[src/rtl/uart_tx_arbiter.sv]
// Round-robin arbiter that shares one UART transmitter among NREQ byte producers.
// Sequences chip-select, load and start strobes, then waits for done under a watchdog.
module uart_tx_arbiter #(
    parameter int unsigned NREQ    = 4,
    parameter int unsigned DW      = 8,
    parameter int unsigned TIMEOUT = 20000
) (
    input  logic                    clk_i,
    input  logic                    rst_i,
    input  logic [NREQ-1:0]         req_valid_i,
    input  logic [NREQ*DW-1:0]      req_data_i,
    output logic [NREQ-1:0]         req_ready_o,
    output logic                    cs_o,
    output logic [DW-1:0]           data_o,
    output logic                    byte_ready_o,
    output logic                    t_byte_o,
    input  logic                    done_i,
    output logic                    busy_o,
    output logic [$clog2(NREQ)-1:0] grant_id_o,
    output logic                    timeout_o
);

    localparam int unsigned GW  = $clog2(NREQ);
    localparam int unsigned WDW = $clog2(TIMEOUT + 1);

    typedef enum logic [1:0] {
        S_IDLE  = 2'd0,
        S_LOAD  = 2'd1,
        S_START = 2'd2,
        S_WAIT  = 2'd3
    } state_e;

    state_e          state_q, state_d;
    logic [GW-1:0]   rr_q, rr_d;
    logic [GW-1:0]   grant_q, grant_d;
    logic [DW-1:0]   data_q, data_d;
    logic [WDW-1:0]  wd_q, wd_d;

    logic            pick_vld_c;
    logic [GW-1:0]   pick_idx_c;
    logic            wd_hit_c;

    // Requester index base+off, wrapping at NREQ (both operands are below NREQ).
    function automatic logic [GW-1:0] rr_idx(input logic [GW-1:0] base, input int unsigned off);
        int unsigned sum;
        sum = 32'(base) + off;
        if (sum >= NREQ) begin
            sum = sum - NREQ;
        end
        return GW'(sum);
    endfunction

    // First valid requester at or after the round-robin pointer.
    always_comb begin
        pick_vld_c = 1'b0;
        pick_idx_c = '0;
        for (int unsigned i = 0; i < NREQ; i++) begin
            if (!pick_vld_c && req_valid_i[rr_idx(rr_q, i)]) begin
                pick_vld_c = 1'b1;
                pick_idx_c = rr_idx(rr_q, i);
            end
        end
    end

    assign wd_hit_c = (wd_q == WDW'(TIMEOUT - 1));

    always_ff @(posedge clk_i or negedge rst_i) begin
        if (!rst_i) begin
            state_q <= S_IDLE;
        end else begin
            state_q <= state_d;
        end
    end

    always_comb begin
        state_d = state_q;
        case (state_q)
            S_IDLE:  if (pick_vld_c) state_d = S_LOAD;
            S_LOAD:  state_d = S_START;
            S_START: state_d = S_WAIT;
            S_WAIT:  if (done_i || wd_hit_c) state_d = S_IDLE;
            default: state_d = S_IDLE;
        endcase
    end

    // Done has priority over the watchdog, so timeout only fires without done.
    always_comb begin
        req_ready_o  = '0;
        cs_o         = 1'b0;
        byte_ready_o = 1'b0;
        t_byte_o     = 1'b0;
        timeout_o    = 1'b0;
        case (state_q)
            S_IDLE:  if (pick_vld_c) req_ready_o = NREQ'(1) << pick_idx_c;
            S_LOAD: begin
                cs_o         = 1'b1;
                byte_ready_o = 1'b1;
            end
            S_START: begin
                cs_o     = 1'b1;
                t_byte_o = 1'b1;
            end
            S_WAIT: begin
                cs_o      = 1'b1;
                timeout_o = wd_hit_c && !done_i;
            end
            default: ;
        endcase
    end

    assign busy_o = (state_q != S_IDLE);

    always_comb begin
        rr_d    = rr_q;
        grant_d = grant_q;
        data_d  = data_q;
        wd_d    = wd_q;
        case (state_q)
            S_IDLE: begin
                if (pick_vld_c) begin
                    data_d  = req_data_i[32'(pick_idx_c) * DW +: DW];
                    grant_d = pick_idx_c;
                end
            end
            S_START: wd_d = '0;
            S_WAIT: begin
                wd_d = wd_q + WDW'(1);
                if (done_i || wd_hit_c) begin
                    rr_d = rr_idx(grant_q, 1);
                end
            end
            default: ;
        endcase
    end

    always_ff @(posedge clk_i or negedge rst_i) begin
        if (!rst_i) begin
            rr_q    <= '0;
            grant_q <= '0;
            data_q  <= '0;
            wd_q    <= '0;
        end else begin
            rr_q    <= rr_d;
            grant_q <= grant_d;
            data_q  <= data_d;
            wd_q    <= wd_d;
        end
    end

    assign data_o     = data_q;
    assign grant_id_o = grant_q;

endmodule
[config.mk]
export PLATFORM = sky130hd
export DESIGN_NAME = uart_tx_arbiter
export DESIGN_NICKNAME = d
export VERILOG_FILES = /design/src/rtl/uart_tx_arbiter.sv
export SDC_FILE = /design/constraint.sdc
export NUM_CORES = 1
export LEC_CHECK = 0
export BUFFER_PORTS_ARGS = -buffer_cell sky130_fd_sc_hd__buf_2
export CAP_MARGIN = 15
export CORE_UTILIZATION = 46
export DETAILED_ROUTE_END_ITERATION = 10
export MAX_ROUTING_LAYER = met4
export PLACE_DENSITY = 0.8
export SLEW_MARGIN = 30
export SYNTH_ARGS = -nofsm -noshare
export SYNTH_HDL_FRONTEND = slang
export SYNTH_SLANG_ARGS = --single-unit
export TNS_END_PERCENT = 20
[constraint.sdc]
create_clock -name clk_i -period 2.47 [get_ports clk_i]
set_input_delay 0.6175 -clock clk_i [delete_from_list [all_inputs] [get_ports clk_i]]
set_output_delay 0.6175 -clock clk_i [all_outputs]
set_load 0.05 [all_outputs]
Yosys cells after proc, flatten, opt, wreduce, memory -nomap -nowiden. Index checks and enable logic that the tools add are counted.

Add/sub/neg operators: 10. Magnitude comparators: 9. Equality and inequality tests: 6. Shifts and indexed selects: 2. Muxes and demuxes: 31. Reductions and logical operators: 16.

Operator list (number): $shiftx 32x6->8 (1); $pmux 15 s2 (1); $mux 2 (11); $add 15x1->15 const B (1); $eq 15x15->1 const B (1); $ge 3x3->1 const B (4); $lt 2x3->1 const B (4); $mux 1 (12); $sub 2x1->2 const B (5); $bmux 1 s2 (4); $mux 4 (2); $pmux 2 s4 (1); $add 2x1->3 const B (2); $add 2x2->3 const B (2); $reduce_and 2->1 (3); $eq 2x2->1 const B (2); $logic_and 1x1->1 (4); $logic_not 1->1 (4); $ne 2x2->1 const B (2); $reduce_bool 2->1 (2); $shl 1x2->4 const A (1); $ge 2x3->1 const B (1); $reduce_or 3->1 (1); $eq 2x1->1 const B (1); 2 further kinds (2).

Register bits: 29. Input bits: 39. Output and inout port bits: 19.

Depth between registers and ports, before layout. Gate-level depths: netlist (run 1).

Depth after elaboration: 17. Mapped depth: 7. Depth with buffers taken out: 7.

Worst setup path before layout (run 1). No wires, ideal clock.

Path type: register to output. Start point: register state_q[0]. End point: output port req_ready_o[2]. Data arrival time: 2219 ps. Data required time: 1852 ps. Setup slack: -367 ps. Stages on the path, launching flop included: 8. Buffers on the path: 1. Path through: dfrtp_1 > inv_1 > ha_1 > inv_1 > a21o_1 > or2_1 > clkbuf_1 > nor2_1.

Longest elaborated chain between the ends: 2.

RTL lines: start: declaration (RTL line 33) `state_e state_q, state_d;`; start signal: assignment (RTL line 71) `state_q <= state_d;`; $logic_not 2->1 (RTL line 93) `case (state_q)`; $mux 4 (RTL line 93); end: declaration (RTL line 12) `output logic [NREQ-1:0] req_ready_o,`.

No other way between the ends.

Final worst setup path (run 1).
Start point: register wd_q[8]. End point: output port timeout_o.

Longest elaborated chain between the ends: 3.

RTL lines: start: declaration (RTL line 37) `logic [WDW-1:0] wd_q, wd_d;`; start signal: assignment (RTL line 146) `wd_q <= wd_d;`; $eq 15x15->1 (RTL line 65) `assign wd_hit_c = (wd_q == WDW'(TIMEOUT - 1));`; $logic_and 1x1->1 (RTL line 105) `timeout_o = wd_hit_c && !done_i;`; $mux 1 (RTL line 93); end: declaration (RTL line 20) `output logic timeout_o`.

No other way between the ends.

==> results of run 1 <==
[registers in the layout (all words and copies together), names as in the netlist]
register,flops
data_o,8
grant_id_o,2
wd_q,15
state_q,2
rr_q,2
[power groups by stage]
stage / clock [W] / sequential (W) / combinational [W]
2_1_floorplan: 0 / 0.000996 / 0.000878
3_3_place_gp: 0 / 0.000741 / 0.00145
3_5_place_dp: 0 / 0.000741 / 0.00147
4_1_cts: 0.000598 / 0.000739 / 0.00150
5_1_grt: 0.000623 / 0.000763 / 0.00166
6_report: 0.000589 / 0.000746 / 0.00153
[worst max-delay path by stage]
| stage | start | endpoint | slack, ns | cells after the start |
|---|---|---|---|---|
| global placement | req_valid_i[0] | req_ready_o[3] | 0.05 | 7 |
| floorplan | state_q[0] | req_ready_o[0] | -0.07 | 7 |
| global route | wd_q[8] | timeout_o | -0.08 | 4 |
| CTS | wd_q[13] | timeout_o | -0.05 | 4 |
| detailed placement | req_valid_i[0] | req_ready_o[3] | 0.02 | 7 |
| finish | wd_q[8] | timeout_o | -0.02 | 4 |
[cell usage after synthesis, types with 2 or more instances]
cell type | n | area, um2
sky130_fd_sc_hd__a31oi_1 | 2 | 12.5
sky130_fd_sc_hd__nand3_1 | 8 | 40.0
sky130_fd_sc_hd__o21ai_0 | 10 | 50.1
sky130_fd_sc_hd__nor2_1 | 12 | 45.0
sky130_fd_sc_hd__nor2b_1 | 3 | 18.8
sky130_fd_sc_hd__dfrtp_1 | 29 | 726
sky130_fd_sc_hd__mux2i_1 | 18 | 180
sky130_fd_sc_hd__and3_1 | 3 | 18.8
sky130_fd_sc_hd__nand2_1 | 25 | 93.8
sky130_fd_sc_hd__clkbuf_1 | 5 | 18.8
sky130_fd_sc_hd__nand2b_1 | 4 | 25.0
sky130_fd_sc_hd__ha_1 | 6 | 75.1
sky130_fd_sc_hd__o221ai_1 | 8 | 70.1
sky130_fd_sc_hd__o211ai_1 | 2 | 15.0
sky130_fd_sc_hd__a21o_1 | 3 | 22.5
sky130_fd_sc_hd__nand4_1 | 3 | 18.8
sky130_fd_sc_hd__o22ai_1 | 3 | 18.8
sky130_fd_sc_hd__inv_1 | 8 | 30.0
sky130_fd_sc_hd__o31ai_1 | 2 | 15.0
sky130_fd_sc_hd__a21oi_1 | 11 | 55.1
[what timing repair did]
item | CTS | global route
pin swaps | 2 | 1
setup buffers | 2 | 0
resized for setup | 11 | 9
setup endpoints to repair | 5 | 5
[cells by family after synthesis]
family          after synthesis
xor+xnor                      1
compound gates               49
fa+ha+maj                     6
mux                          20
buf+inv                      14
simple gates                 65
flops                        29
[layout make-up]
type | instances | share of cell area [%]
tap | 46 | 2.44
sequential | 29 | 30.8
clock buffer | 5 | 2.92
multi-input combinational | 141 | 42.5
inverter | 8 | 1.28
clock inverter | 3 | 2.76
timing repair buffer | 69 | 17.3
[through the flow]
step | hold slack, ns | area [um2] | power [W]
CTS | 0.378 | 2330 | 0.00284
finish | 0.359 | 2350 | 0.00287
global placement | 0.474 | 2150 | 0.00219
floorplan | 0.322 | 1760 | 0.00187
global route | 0.402 | 2350 | 0.00304
detailed placement | 0.476 | 2150 | 0.00221
[routing by layer]
layer  routed length, um  vias to the layer above  share of wire [%]  track usage (%)
li1                    -                      811                  -                -
met1                1840                      758                 46             27.7
met2                1900                       57                 48             35.9
met3                 171                        5                4.3             4.35
met4                  75                        0                1.9             11.9
met5                   0                        -                  0                -
==> impl_summary.txt, run 1 <==
----------------------------------------------------
[Pwr]
  Part of the power in combinational logic ... 53.5%
  Clock network fraction of design power ... 20.5%
  IR drop worst, VDD ... 852 uV
  Leakage power ... 1.13 nW
  Switching fraction of total power ... 46.6%
  Power Internal ... 0.00153 W
  Power per standard cell area ... 1220 nW/um2
  NetSw ... 0.00134 W
  Share of power burned in registers ... 26.0%

[Placed design]
  Half-perimeter wire length after placement ... 2.83 mm
  Final weighted congestion in routability-driven placement ... 0.807
  PortBufs ... 57
  Pre-CTS worst setup slack ... 0.0215 ns
  Placed Cells incl. Taps ... 291

[Logic synthesis]
  Portion of netlist area occupied by mux cells ... 11.7%
  Synth Register Bits ... 29
  Number of enable flip-flop cells after synthesis ... 0
  Combined area of all synthesized cells ... 1740 um2
  Post-Synth Simple-Gate Area ... 19.2%
  Count of warnings emitted by yosys ... 0
  Post-Synthesis Cells ... 184
  Proportion of synthesized chip area in sequential cells ... 41.8%
  Dominant combinational cell family by area after synthesis ... compound AO/OA/AOI/OAI gates
  Share of synthesized cell area in full adder, half adder and majority cells ... 4.33%
  Share of synthesized registers carrying an async set or reset ... 100%
  Per-instance average area after synthesis ... 9.43 um2
  Synthesized-area fraction occupied by ao, oa, aoi and oai cells ... 19.3%
  Count of different cell masters after synthesis ... 39
  Post-synthesis xor/xnor area fraction ... 0.505%
  Top_reg_cell synth ... sky130_fd_sc_hd__dfrtp_1
  Net count of the mapped netlist ... 229

[Floorplan]
  Number of top-level pins ... 58
  Vert. Die Dim ... 63.4 um
  DIE AREA ... 4020 um2
  Core ar. ... 3470 um2
  Site row count ... 21
  Chip Width ... 63.4 um
  Initial cell density of the core ... 50.0%

[Critical path]
  Origin of the critical flop-to-flop path ... wd_q[8]
  Worst flop-to-flop path endpoint ... state_q[1]
  Nature of the critical path startpoint ... flip-flop
  Signal arrival time at the worst endpoint ... 1.87 ns
  Start-to-end type of the worst setup path ... flip-flop to output pin
  CP Cell Sequence ... or4_4 > nor4_4 > and3b_1 > buf_6
  Worst r2r path cells ... 6
  Cell type group with the largest total delay on the critical path ... simple AND/OR/NAND/NOR gates
  Register-to-register path setup slack ... 0.42 ns
  Worst-path maximum fanout ... 2
  Data required time at the worst endpoint ... 1.85 ns
  Buffers & Inverters on Critical Path ... 1
  Slowest cell delay on critical path ... 0.55 ns
  CP max-delay cell ... sky130_fd_sc_hd__or4_4
  Crit path capture type ... output pin

[Detailed routing]
  Number of vias in the routed layout ... 1631
  Iteration-0 DRC Markers ... 85
  Vias per cell ... 5.42
  Initial DRT Pass Iterations ... 4
  Average wire per standard cell ... 13.2 um
  Antenna viol nets, final ... 0
  Sum of routed wire length over all layers ... 3.98 mm
  # DRC ... 0

[Timing]
  Setup repair after global routing missed its margin ... true
  Fin. max-slew vios ... 0
  Fin crit share ... 101%
  Final critical delay including setup and external delays ... 2.49 ns
  Final setup violating endpoints ... 1
  Total negative slack for setup checks ... -0.0155 ns
  Final Hold Vio Count ... 0
  Max_slew headroom ... 57.0%
  Achievable clock frequency ... 0.402 GHz
  Slew at the pin closest to its max-slew limit ... 0.646 ns
  Post-route worst setup slack ... -0.0155 ns
  Post-route clock skew ... 0.00531 ns

[Final layout]
  Area taken by flip-flops and latches ... 726 um2
  Total Nets Final ... 299
  Number of cells in the finished layout apart from fillers ... 301
  Total inserted antenna cells ... 0
  Share of the core filled with cells ... 67.9%
  Synthesis-to-layout area growth ... 35.7%
  Most common library cell in the layout ignoring fill and taps ... sky130_fd_sc_hd__buf_2
  Multi-input combinational cell area ... 1000 um2
  Number of filler cells placed in the layout ... 289
  Highest-count cells in the layout ignoring fill and taps ... 52 x sky130_fd_sc_hd__buf_2, 29 x sky130_fd_sc_hd__dfrtp_1, 25 x sky130_fd_sc_hd__nand2_1, 18 x sky130_fd_sc_hd__mux2i_1, 12 x sky130_fd_sc_hd__buf_4
  Share of cells above drive strength 1 ... 36.9%

[Job]
  Max-cap violations ... 0

[Outcome]
  Outcome ... complete, but fails checks
  Violated checks ... negative setup slack

[CTS]
  Total clock buffers created by CTS ... 5
  Total of hold buffers inserted after clock tree synthesis ... 0
  Total number of H-tree levels ... 2
  Root Buffer ... sky130_fd_sc_hd__clkbuf_8
  Maximum clock path buffer count ... 2
  Clock-pin slew on the worst setup and hold paths ... 0.07 ns
  TritonCTS clock tree ... yes
  Clock insertion delay at the later pin of the skew report ... 0.28 ns
  Number of sinks on the clock net ... 29

[Global route]
  Global-route usage over all layers ... 22.8%
  Number of antenna violations at the first check in global routing ... 0
  Grt total ovfl ... 0
  Number of global-route vias before repair ... 1581
  Largest net degree at the start of global routing ... 30
  First-pass GRT wire length ... 6.89 mm

[Hold path]
  Class of the most critical hold timing path ... input port to async pin

----------------------------------------------------
Power figures use the tool's default switching activity.
==> inputs of run 2 (changes only) <==
CORE_UTILIZATION = 45   (was 46)
PLACE_DENSITY = 0.81   (was 0.8)
clock period = 2.1 ns   (was 2.47 ns; I/O delays follow)
==> run 2 against run 1 <==
  * The run still ends with negative setup slack left
  * Cell count grew 4.7%
  * Sequential power grew 15%
  * Register-to-register slack worse by 0.35 ns
  * Die area up 2.2%
  * Combinational power grew 35%
  * Routed wire length increased by 14%
  * Final area up 5.2%
  * Sequential share of layout area down 1.5 points
  * Highest routed layer unchanged
==> impl_summary.txt, run 2 (synthesis results as in run 1) <==
----------------------------------------------------
[Global route]
  Grt total ovfl ... 0 (unchanged)
  Global-route usage over all layers ... 23.2% (was 22.8%)
  Number of antenna violations at the first check in global routing ... 0 (unchanged)
  Largest net degree at the start of global routing ... 30 (unchanged)
  First-pass GRT wire length ... 7.17 mm (was 6.89 mm)
  Number of global-route vias before repair ... 1582 (was 1581)

[Final layout]
  Total Nets Final ... 311 (was 299)
  Synthesis-to-layout area growth ... 42.8% (was 35.7%)
  Max FFs per register ... 15 (unchanged)
  Register ranked first by flip-flop count ... wd_q (unchanged)
  Number of filler cells placed in the layout ... 302 (was 289)
  Highest-count cells in the layout ignoring fill and taps ... 52 x sky130_fd_sc_hd__buf_2, 28 x sky130_fd_sc_hd__dfrtp_1, 25 x sky130_fd_sc_hd__nand2_1, 23 x sky130_fd_sc_hd__buf_4, 18 x sky130_fd_sc_hd__mux2i_1 (was 52 x sky130_fd_sc_hd__buf_2, 29 x sky130_fd_sc_hd__dfrtp_1, 25 x sky130_fd_sc_hd__nand2_1, 18 x sky130_fd_sc_hd__mux2i_1, 12 x sky130_fd_sc_hd__buf_4)
  Most common library cell in the layout ignoring fill and taps ... sky130_fd_sc_hd__buf_2 (unchanged)
  Total inserted antenna cells ... 0 (unchanged)
  Share of cells above drive strength 1 ... 41.2% (was 36.9%)

[Timing]
  Final critical delay including setup and external delays ... 2.38 ns
  Final Hold Slack ... 0.258 ns (was 0.359 ns)
  Post-route clock skew ... 0.00755 ns (was 0.00531 ns)
  Post-route worst setup slack ... -0.281 ns (was -0.0155 ns)
  Fin. max-slew vios ... 0 (unchanged)
  Setup repair after global routing missed its margin ... true (unchanged)
  Slew at the pin closest to its max-slew limit ... 0.637 ns (was 0.646 ns)
  Final setup violating endpoints ... 5 (was 1)
  Fin crit share ... 113%
  Final Hold Vio Count ... 0 (unchanged)
  Achievable clock frequency ... 0.420 GHz
  Max_slew headroom ... 57.5% (was 57.0%)

[Detailed routing]
  # DRC ... 0 (unchanged)
  Antenna viol nets, final ... 0 (unchanged)
  Vias per cell ... 5.53 (was 5.42)
  Initial DRT Pass Iterations ... 4 (unchanged)
  Iteration-0 DRC Markers ... 66 (was 85)
  Average wire per standard cell ... 14.4 um (was 13.2 um)
  Sum of routed wire length over all layers ... 4.52 mm (was 3.98 mm)
  Number of vias in the routed layout ... 1741 (was 1631)

[Critical path]
  Worst r2r path cells ... 6 (unchanged)
  Nature of the critical path startpoint ... flip-flop (unchanged)
  Start-to-end type of the worst setup path ... flip-flop to output pin (unchanged)
  Data required time at the worst endpoint ... 1.57 ns (was 1.85 ns)
  Origin of the critical flop-to-flop path ... wd_q[7] (was wd_q[8])
  CP Cell Sequence ... or4_4 > nor4_4 > and3b_1 > buf_6 (unchanged)
  Worst flop-to-flop path endpoint ... state_q[1] (unchanged)
  Signal arrival time at the worst endpoint ... 1.86 ns (was 1.87 ns)
  CP max-delay cell ... sky130_fd_sc_hd__or4_4 (unchanged)
  Slowest cell delay on critical path ... 0.53 ns (was 0.55 ns)
  Register-to-register path setup slack ... 0.07 ns (was 0.42 ns)
  Worst-path maximum fanout ... 2 (unchanged)
  Crit path capture type ... output pin (unchanged)

[CTS]
  Total number of H-tree levels ... 2 (unchanged)
  Maximum clock path buffer count ... 2 (unchanged)
  Clock-pin slew on the worst setup and hold paths ... 0.07 ns (about the same)
  Clock insertion delay at the later pin of the skew report ... 0.28 ns (about the same)
  Total of hold buffers inserted after clock tree synthesis ... 0 (unchanged)
  TritonCTS clock tree ... yes (unchanged)
  Number of sinks on the clock net ... 29 (unchanged)
  Total clock buffers created by CTS ... 5 (unchanged)
  Root Buffer ... sky130_fd_sc_hd__clkbuf_8 (unchanged)

[Pwr]
  Leakage power ... 1.20 nW (was 1.13 nW)
  IR drop worst, VDD ... 1160 uV (was 852 uV)
  Power per standard cell area ... 1420 nW/um2 (was 1220 nW/um2)

[Placed design]
  Final weighted congestion in routability-driven placement ... 0.746 (was 0.807)
  PortBufs ... 57 (unchanged)
  Pre-CTS worst setup slack ... -0.209 ns (was 0.0215 ns)
  Half-perimeter wire length after placement ... 3.17 mm (was 2.83 mm)

[Floorplan]
  Vert. Die Dim ... 64.1 um (was 63.4 um)
  Initial cell density of the core ... 47.0% (was 50.0%)
  Number of top-level pins ... 58 (unchanged)
  Core ar. ... 3690 um2 (was 3470 um2)
  DIE AREA ... 4110 um2 (was 4020 um2)
  Site row count ... 22 (was 21)
  Chip Width ... 64.1 um (was 63.4 um)

[Hold path]
  Class of the most critical hold timing path ... input port to async pin (unchanged)

[Outcome]
  Outcome ... complete, but fails checks (unchanged)
  Violated checks ... negative setup slack (unchanged)

[Job]
  Max-cap violations ... 0 (unchanged)

----------------------------------------------------
[run 2: changes by cell type in the layout (fill, tap and decap cells not counted), sizes merged]
cell,delta
buf,+12
bufinv,-1
clkbuf,+1
clkinv,-1
clkinvlp,+2
inv,-1
[run 2: metrics by stage]
| step | util [%] | cell area (um2) | cells | total power [W] | TNS, ns |
|---|---|---|---|---|---|
| floorplan | - | 1790 | 184 | 0.00227 | -1.03 |
| global placement | 62.0 | 2290 | 306 | 0.00275 | -0.594 |
| detailed placement | 62.0 | 2290 | 306 | 0.00280 | -0.757 |
| CTS | 66.9 | 2470 | 315 | 0.00347 | -0.689 |
| global route | 67.2 | 2480 | 315 | 0.00372 | -1.05 |
| finish | 67.2 | 2480 | 315 | 0.00353 | -0.761 |
[run 2: routing by layer]
metal	global-route usage (%)	vias up	part of all wire, %
met4	10.8	0	2.3
met5	-	-	0
met3	5.00	10	5.4
met1	27.5	819	44
li1	-	842	-
met2	37.8	70	48
[run 2: how the worst max path moves through the flow]
stage | to | startpoint
after floorplan | req_ready_o[2] | state_q[1]
after global placement | req_ready_o[2] | req_valid_i[0]
after detailed placement | req_ready_o[2] | req_valid_i[0]
after CTS | timeout_o | wd_q[6]
after global routing | timeout_o | wd_q[5]
final | timeout_o | wd_q[7]
[run 2: layout make-up]
class / count / area, um2 / share of cell area (%)
sequential: 29 / 727 / 29.3
inverter: 8 / 33.8 / 1.36
timing repair buffer: 81 / 509 / 20.6
clock buffer: 6 / 82.6 / 3.33
multi-input combinational: 141 / 1030 / 41.5
tap: 48 / 60.1 / 2.42
clock inverter: 2 / 37.5 / 1.52
[run 2: worst max-delay path: cells and delay by family, from the launching register on]
family | cells | cell delay [ns]
buffers and inverters | 1 | 0.16
flip-flops | 1 | 0.40
AND/OR/NAND/NOR | 3 | 1.01
[run 2: power by group]
group / internal, W / leakage [nW] / switching [W]
combinational: 0.000743 / 0.770 / 0.00132
sequential: 0.000727 / 0.374 / 0.000132
clock: 0.000385 / 0.0574 / 0.000221
total: 0.00185 / 1.20 / 0.00168
[run 2: what timing repair did]
item | 4_1_cts | 5_1_grt
setup endpoints to repair | 5 | 6
resized for setup | 17 | 3
pin swaps | 2 | 2
setup buffers | 1 | 0
==> inputs of run 3 (changes only) <==
CORE_UTILIZATION = 46   (was 45)
PLACE_DENSITY = 0.8   (was 0.81)
clock period = 2.6 ns   (was 2.1 ns; I/O delays follow)
==> run 3 against run 2 <==
  * The flow now finishes without violations
  * Non-clock buffer count down 17
  * Via count down 7.9%
  * Core utilization down 2.9 points
  * Combinational power down 32%
  * Sequential share of layout area up 3.2 points
  * Critical path type unchanged
  * Count of clock-buffer cells in the layout down 1
  * Final area down 10%
  * Critical endpoint unchanged
  * Hold slack better by 0.13 ns
  * Total power down 28%
  * Sequential power down 18%
==> impl_summary.txt, run 3 (synthesis results as in run 1) <==
----------------------------------------------------
[Outcome]
  Outcome ... finished, final reports clean (was complete, but fails checks)

[Final layout]
  Total Nets Final ... 294 (was 311)
  Synthesis-to-layout area growth ... 28.5% (was 42.8%)
  Highest-count cells in the layout ignoring fill and taps ... 53 x sky130_fd_sc_hd__buf_2, 29 x sky130_fd_sc_hd__dfrtp_1, 25 x sky130_fd_sc_hd__nand2_1, 18 x sky130_fd_sc_hd__mux2i_1, 11 x sky130_fd_sc_hd__a21oi_1 (was 52 x sky130_fd_sc_hd__buf_2, 28 x sky130_fd_sc_hd__dfrtp_1, 25 x sky130_fd_sc_hd__nand2_1, 23 x sky130_fd_sc_hd__buf_4, 18 x sky130_fd_sc_hd__mux2i_1)
  Share of cells above drive strength 1 ... 31.7% (was 41.2%)
  Max FFs per register ... 15 (unchanged)
  Most common library cell in the layout ignoring fill and taps ... sky130_fd_sc_hd__buf_2 (unchanged)
  Number of filler cells placed in the layout ... 312 (was 302)
  Total inserted antenna cells ... 0 (unchanged)
  Register ranked first by flip-flop count ... wd_q (unchanged)

[CTS]
  Total clock buffers created by CTS ... 5 (unchanged)
  Total of hold buffers inserted after clock tree synthesis ... 0 (unchanged)
  Root Buffer ... sky130_fd_sc_hd__clkbuf_8 (unchanged)
  Clock-pin slew on the worst setup and hold paths ... 0.06 ns (was 0.07 ns)
  Total number of H-tree levels ... 2 (unchanged)
  Clock insertion delay at the later pin of the skew report ... 0.27 ns (was 0.28 ns)
  Number of sinks on the clock net ... 29 (unchanged)
  Maximum clock path buffer count ... 2 (unchanged)
  TritonCTS clock tree ... yes (unchanged)

[Placed design]
  PortBufs ... 57 (unchanged)
  Final weighted congestion in routability-driven placement ... 0.808 (was 0.746)
  Pre-CTS worst setup slack ... 0.153 ns (was -0.209 ns)
  Half-perimeter wire length after placement ... 3.00 mm (was 3.17 mm)

[Critical path]
  Cell type group with the largest total delay on the critical path ... simple AND/OR/NAND/NOR gates (unchanged)
  Crit path capture type ... output pin (unchanged)
  Origin of the critical flop-to-flop path ... wd_q[12] (was wd_q[7])
  Worst-path maximum fanout ... 4 (was 2)
  CP max-delay cell ... sky130_fd_sc_hd__or4bb_1 (was sky130_fd_sc_hd__or4_4)
  Slowest cell delay on critical path ... 0.56 ns (was 0.53 ns)
  CP Cell Sequence ... or4bb_1 > nor4_4 > and3b_1 > buf_6 (was or4_4 > nor4_4 > and3b_1 > buf_6)
  Worst flop-to-flop path endpoint ... state_q[1] (unchanged)
  Signal arrival time at the worst endpoint ... 1.90 ns (was 1.86 ns)
  Start-to-end type of the worst setup path ... flip-flop to output pin (unchanged)
  Crit path launch ... wd_q[12] (was wd_q[7])
  Buffers & Inverters on Critical Path ... 1 (unchanged)
  Nature of the critical path startpoint ... flip-flop (unchanged)
  Register-to-register path setup slack ... 0.43 ns (was 0.07 ns)
  Worst r2r path cells ... 6 (unchanged)
  Data required time at the worst endpoint ... 1.95 ns (was 1.57 ns)

[Timing]
  Total negative slack for setup checks ... 0 ns (was -0.761 ns)
  Final Hold Vio Count ... 0 (unchanged)
  Post-route clock skew ... 0.00165 ns (was 0.00755 ns)
  Max_slew headroom ... 59.1% (was 57.5%)
  Fin crit share ... 98.2%
  Slew at the pin closest to its max-slew limit ... 0.613 ns (was 0.637 ns)
  Final critical delay including setup and external delays ... 2.55 ns
  Setup repair after global routing missed its margin ... true (unchanged)
  Post-route worst setup slack ... 0.0460 ns (was -0.281 ns)
  Fin. max-slew vios ... 0 (unchanged)
  Final setup violating endpoints ... 0 (was 5)
  Achievable clock frequency ... 0.392 GHz

[Floorplan]
  Chip Width ... 63.4 um (was 64.1 um)
  Site row count ... 21 (was 22)
  Vert. Die Dim ... 63.4 um (was 64.1 um)
  Core ar. ... 3470 um2 (was 3690 um2)
  DIE AREA ... 4020 um2 (was 4110 um2)
  Number of top-level pins ... 58 (unchanged)
  Initial cell density of the core ... 50.0% (was 47.0%)

[Pwr]
  Overall power after layout ... 0.00254 W (was 0.00353 W)
  Power per standard cell area ... 1140 nW/um2 (was 1420 nW/um2)
  IR drop worst, VDD ... 879 uV (was 1160 uV)
  Leakage power ... 1.09 nW (was 1.20 nW)

[Global route]
  Number of global-route vias before repair ... 1485 (was 1582)
  Largest net degree at the start of global routing ... 30 (unchanged)
  Global-route usage over all layers ... 21.5% (was 23.2%)
  Grt total ovfl ... 0 (unchanged)
  Number of antenna violations at the first check in global routing ... 0 (unchanged)
  First-pass GRT wire length ... 6.55 mm (was 7.17 mm)

[Hold path]
  Class of the most critical hold timing path ... input port to async pin (unchanged)

[Job]
  Max-cap violations ... 0 (unchanged)

[Detailed routing]
  Antenna viol nets, final ... 0 (unchanged)
  Initial DRT Pass Iterations ... 4 (unchanged)
  Number of vias in the routed layout ... 1604 (was 1741)
  Sum of routed wire length over all layers ... 3.92 mm (was 4.52 mm)
  # DRC ... 0 (unchanged)
  Average wire per standard cell ... 13.3 um (was 14.4 um)
  Vias per cell ... 5.44 (was 5.53)
  Iteration-0 DRC Markers ... 104 (was 66)

----------------------------------------------------
run 3: changes by cell type in the layout (fill, tap and decap cells not counted), sizes merged:
cell | previous run | this run
inv | 7 | 8
buf | 81 | 63
clkinv | 0 | 1
clkinvlp | 2 | 0
run 3: layout make-up:
class | instances | area [um2] | area share, %
Multi-Input combinational cell | 141 | 961 | 43.1
Clock buffer | 5 | 68.8 | 3.09
Timing Repair Buffer | 64 | 352 | 15.8
Inverter | 8 | 30.0 | 1.35
Sequential cell | 29 | 726 | 32.5
Tap cell | 46 | 57.6 | 2.58
Clock inverter | 2 | 35.0 | 1.57
run 3: worst max-delay path by stage:
stage	end	slack, ns	cells after the start
4_1_cts	timeout_o	0.01	4
3_5_place_dp	req_ready_o[2]	0.15	7
2_1_floorplan	req_ready_o[0]	-0.18	7
3_3_place_gp	req_ready_o[2]	0.17	7
5_1_grt	timeout_o	-0.02	4
6_report	timeout_o	0.05	4
run 3: metal layers:
metal / GRT usage [%] / wire length [um]
met5: - / 0
met2: 33.5 / 1850
met4: 6.53 / 32
met1: 27.4 / 1810
met3: 5.43 / 217
run 3: through the flow:
step           cell area [um2]  utilization (%)  cells  hold WS, ns
6_report                  2230             64.3    295        0.387
4_1_cts                   2220             64.0    295        0.412
5_1_grt                   2230             64.3    295        0.441
3_5_place_dp              2100             60.6    287        0.471
3_3_place_gp              2100             60.6    287        0.473
2_1_floorplan             1740                -    184        0.354
run 3: timing repair:
action	in CTS	in global routing
pin swaps	1	0
gates resized for setup	2	6
setup endpoints to repair	1	4
setup buffers	1	0
run 3: power breakdown:
group | internal [W] | total [W] | switching, W
Combinational | 0.000457 | 0.00140 | 0.000939
Sequential | 0.000586 | 0.000706 | 0.000120
Clock | 0.000278 | 0.000435 | 0.000157
